File: src/rtl/pb_mode_ctrl.sv
// pb_mode_ctrl: classifies debounced push-button presses as short or long and
// steps a three-way mode selector (0 -> 1 -> 2 -> 0, long press returns to 0).
// Build option: define PB_MODE_CTRL_LONG_PRESS_EN to include the hold counter
// and LONG state. Without it, every press is a short press that strobes on the
// rise, and long_pulse is held at 0.
//
// state   | meaning
// --------+---------------------------------------------------------------
// IDLE    | button released, waiting for a rise
// PRESSED | button held, not yet classified as long
// LONG    | button held past LONG_CYC cycles, long strobe already issued
module pb_mode_ctrl #(
  parameter logic [7:0] LONG_CYC = 8'd200
) (
  input  logic       clk,
  input  logic       rst_n,
  input  logic       pb_debounced,
  output logic       short_pulse,
  output logic       long_pulse,
  output logic [1:0] mode,
  output logic       held
);

  // Reject hold thresholds the counter cannot represent meaningfully.
  if (LONG_CYC < 8'd2) begin : g_long_cyc_range
    $error("pb_mode_ctrl: LONG_CYC must be in 2..255");
  end

  logic       pb_d_q;
  logic       rise;
  logic       fall;
  logic       short_q, short_d;
  logic       long_q, long_d;
  logic       held_q, held_d;
  logic [1:0] mode_q, mode_d;

  // One-cycle delayed copy of the button level for edge detection.
  always_ff @(posedge clk or negedge rst_n) begin
    if (!rst_n) begin
      pb_d_q <= 1'b0;
    end else begin
      pb_d_q <= pb_debounced;
    end
  end

  assign rise = pb_debounced & ~pb_d_q;
  assign fall = ~pb_debounced & pb_d_q;

`ifdef PB_MODE_CTRL_LONG_PRESS_EN

  typedef enum logic [1:0] {
    IDLE    = 2'd0,
    PRESSED = 2'd1,
    LONG    = 2'd2
  } state_t;

  state_t     state_q, state_d;
  logic [7:0] cnt_q, cnt_d;
  logic [7:0] cnt_inc;

  // Saturating increment: the counter parks at 8'hFF instead of wrapping.
  assign cnt_inc = (cnt_q == 8'hFF) ? cnt_q : cnt_q + 8'd1;

  // State and hold-counter registers.
  always_ff @(posedge clk or negedge rst_n) begin
    if (!rst_n) begin
      state_q <= IDLE;
      cnt_q   <= 8'd0;
    end else begin
      state_q <= state_d;
      cnt_q   <= cnt_d;
    end
  end

  // Next-state and counter update; a fall wins over reaching the threshold.
  always_comb begin
    state_d = state_q;
    cnt_d   = cnt_q;
    case (state_q)
      IDLE: begin
        if (rise) begin
          state_d = PRESSED;
          cnt_d   = 8'd0;
        end
      end
      PRESSED: begin
        if (fall) begin
          state_d = IDLE;
        end else if (pb_debounced) begin
          cnt_d = cnt_inc;
          if (cnt_inc == LONG_CYC - 8'd1) begin
            state_d = LONG;
          end
        end
      end
      LONG: begin
        if (fall) begin
          state_d = IDLE;
        end
      end
      default: begin
        state_d = IDLE;
        cnt_d   = 8'd0;
      end
    endcase
  end

  // Output decode from the transition being taken this cycle.
  always_comb begin
    short_d = (state_q == PRESSED) && (state_d == IDLE);
    long_d  = (state_q == PRESSED) && (state_d == LONG);
    held_d  = (state_d != IDLE);
  end

`else

  typedef enum logic {
    IDLE    = 1'b0,
    PRESSED = 1'b1
  } state_t;

  state_t state_q, state_d;

  // State register.
  always_ff @(posedge clk or negedge rst_n) begin
    if (!rst_n) begin
      state_q <= IDLE;
    end else begin
      state_q <= state_d;
    end
  end

  // Next-state: enter PRESSED on rise, leave on fall.
  always_comb begin
    state_d = state_q;
    case (state_q)
      IDLE:    if (rise) state_d = PRESSED;
      PRESSED: if (fall) state_d = IDLE;
      default: state_d = IDLE;
    endcase
  end

  // Output decode: without long-press detection the press is accepted on rise.
  always_comb begin
    short_d = (state_q == IDLE) && (state_d == PRESSED);
    long_d  = 1'b0;
    held_d  = (state_d != IDLE);
  end

`endif

  // Mode stepping from the registered strobes; an illegal 3 recovers to 0.
  always_comb begin
    mode_d = mode_q;
    if (mode_q == 2'd3) begin
      mode_d = 2'd0;
    end else if (long_q) begin
      mode_d = 2'd0;
    end else if (short_q) begin
      mode_d = (mode_q == 2'd2) ? 2'd0 : mode_q + 2'd1;
    end
  end

  // Output registers.
  always_ff @(posedge clk or negedge rst_n) begin
    if (!rst_n) begin
      short_q <= 1'b0;
      long_q  <= 1'b0;
      held_q  <= 1'b0;
      mode_q  <= 2'd0;
    end else begin
      short_q <= short_d;
      long_q  <= long_d;
      held_q  <= held_d;
      mode_q  <= mode_d;
    end
  end

  assign short_pulse = short_q;
  assign long_pulse  = long_q;
  assign held        = held_q;
  assign mode        = mode_q;

endmodule

File: config.mk
export PLATFORM = sky130hd
export DESIGN_NAME = pb_mode_ctrl
export DESIGN_NICKNAME = d
export VERILOG_FILES = /design/src/rtl/pb_mode_ctrl.sv
export SDC_FILE = /design/constraint.sdc
export NUM_CORES = 1
export LEC_CHECK = 0
export ABC_AREA = 1
export BUFFER_PORTS_ARGS = -buffer_cell sky130_fd_sc_hd__buf_2
export CORE_AREA = 2 2 39 41
export DETAILED_ROUTE_END_ITERATION = 8
export DIE_AREA = 0 0 41 43
export PLACE_DENSITY = 0.4
export SLEW_MARGIN = 20
export SYNTH_ARGS = -nofsm -noshare
export SYNTH_HDL_FRONTEND = slang
export SYNTH_SLANG_ARGS = --single-unit
File: constraint.sdc
create_clock -name clk -period 0.9 [get_ports clk]
set_input_delay 0.135 -clock clk [delete_from_list [all_inputs] [get_ports clk]]
set_output_delay 0.135 -clock clk [all_outputs]
set_load 0.02 [all_outputs]
==> metrics <==
status finished with violations; violated checks setup timing; Avg Cell Area, Syn 8.602 um^2; cts bufs inserted 3; CTS tree built; CTS Buffer Depth 2; Root Driver clkbuf_4; setup_tns -0.01145 ns; Net Sw Power 0.2906 mW; Post-Syn Area 206.4 um^2; Crit Path Max Fanout 3; vias in the first global route 154; final worst-path cycle share 1.013; Power Dens Cells 2722 nW/um^2; WP data required 0.76 ns; crit end category output port; Fmax 1.097 GHz; Sequential Power Share 0.347; post-synth top area share 0.6061; Antenna Cells 0; Tot GR Track Use 0.05954; Die H 43 um; leading area contributor after synthesis dfrtp_1; Internal Power 0.6154 mW; logic gate share of total power 0.370; Seq/Total Area, Yosys 0.6061; Sink Count 5; GPL Wtd Cong 0.5403; initial antenna violation count 0; CP Data Arrival Time 0.78 ns; Synthesized Nets 27; TritonRoute pass-1 iters 4; die area 1763 um^2; Ports 8; routed vias 182; reg2reg end mode[0]; WS Path Type flop to output port; share of cells above drive strength 1 0.3243; Fin. Hold Viols 0; cell family with most CP delay flip-flops; max incr delay on CP 0.39 ns; setup slack after layout -0.01145 ns; grt total ovfl 0; CTS clk-pin slew, worst paths 0.04 ns; switch share 0.3208; Lkg Pwr 0.1906 nW; Std-Cell Rows 14; RSZ-0062 raised after global routing true; initial drt markers 6; Synth area leaders dfrtp_1 (61%), inv_1 (13%), nand3_1 (12%), nand2_1 (9.1%), buf_4 (3.6%); Endpoint, Worst Hold pb_d_q; critical register-to-register path startpoint mode[0]; Setup-failing EPs final 1; CTS H-tree lvls 1; Critical Path, Cell by Cell buf_6; port bufs 6; pins over their slew limit 0; R2R cell count 4; Post-DRT Antenna Nets 0; DRC Markers 0; maxcap violations 0; Worst VDD drop 0.7386 mV; worst reg-to-reg setup slack 0.11 ns; Skew-Pair Late Insertion Delay 0.24 ns; hold depth 1; area delta synth->final 61.21%; Worst path slowest cell dfrtp_1; Core Box Area 1384 um^2; Cell variety after synth 6; first-pass GRT wire length 565 um; clock share of power 0.283; Hold Path Origin pb_debounced; synthesized flop and latch total 5; Synth warnings 0; die width 41 um; routed len/inst 7.377 um; startpoint types flop; routed vias/inst 3.434; dpl ws 0.2187 ns; final wirelength 391 um; pin count of the biggest net entering global routing 6; Starting Density 0.1492; final hold slack 0.03011 ns; Post-Syn Instances 24; crit path time final 0.9114 ns; worst path bufs/invs 1; Hold Crit Class input pin to flop; # nets final 41; Final HPWL DP 250.4 um; Fin Clk Skew 0.002893 ns
-- metrics by stage --
step / util / instance area, um^2 / cells / total power [mW]
2_1_floorplan: - / 206.4 / 24 / 0.4599
3_3_place_gp: 0.1799 / 249.0 / 45 / 0.5326
3_5_place_dp: 0.1799 / 249.0 / 45 / 0.5308
4_1_cts: 0.2351 / 325.3 / 52 / 0.9081
5_1_grt: 0.2405 / 332.8 / 53 / 0.9732
6_report: 0.2405 / 332.8 / 53 / 0.9060
-- worst max path at each step --
stage,endpoint,from,depth (start not counted)
4_1_cts,mode[1],mode[1],1
6_report,mode[1],mode[1],1
5_1_grt,mode[1],mode[1],1
2_1_floorplan,mode[0],mode[0],3
3_5_place_dp,mode[0],mode[0],1
3_3_place_gp,mode[0],mode[0],1
-- Yosys cell counts --
| cell | instances |
|---|---|
| inv_1 | 7 |
| buf_4 | 1 |
| nand2_1 | 5 |
| nand3_1 | 5 |
| conb_1 | 1 |
| dfrtp_1 | 5 |
-- power groups by stage --
stage,Sequential (mW),Combinational [mW],Clock [mW]
2_1_floorplan,0.380,0.0797,0
3_3_place_gp,0.318,0.214,0
3_5_place_dp,0.319,0.212,0
4_1_cts,0.316,0.321,0.271
5_1_grt,0.317,0.373,0.282
6_report,0.314,0.335,0.256
-- final cells by class --
| type | instances | area, um^2 |
|---|---|---|
| repair buffers | 10 | 87.58 |
| clock buffers | 4 | 26.28 |
| flip-flops and latches | 5 | 125.1 |
| fillers | 150 | 1051 |
| inverters | 7 | 26.28 |
| well taps | 16 | 20.02 |
| multi-input cells | 11 | 47.55 |
-- flip-flops by register name (all words and copies together), names as in the netlist --
signal,count
mode,2
pb_d_q,1
short_pulse,1
held,1
-- routing by layer --
| layer | wire (um) | global-route usage | vias up |
|---|---|---|---|
| met2 | 159 | 0.06875 | 9 |
| met3 | 44 | 0.07853 | 2 |
| li1 | - | - | 95 |
| met1 | 181 | 0.04248 | 76 |
| met5 | 0 | 0 | - |
| met4 | 5 | 0.06000 | 0 |
-- cell usage in the layout, fill, tap and decap left out --
cell type      instances
dfrtp_1                5
buf_4                  3
conb_1                 1
nand3_1                5
nand2_1                5
dlygate4sd3_1          1
buf_6                  4
clkbuf_1               1
clkbuf_4               3
inv_1                  7
buf_2                  2
-- cells by family (layout without fill, tap and decap cells) --
kind of cell  count (synthesis)  after routing  share of synthesized area
simple gates                 10             10                     0.2121
buf+inv                       8             21                     0.1637
flops                         5              5                     0.6061
other cells                   1              1                    0.01816
-- timing repair --
action / in CTS / in global routing
resized for setup: 8 / 0
endpoints found under the setup margin: 4 / 4
hold buffers: 1 / 0
setup buffers: 2 / 1
endpoints found under the hold margin: 5 / 0
Power figures use the tool's default switching activity.
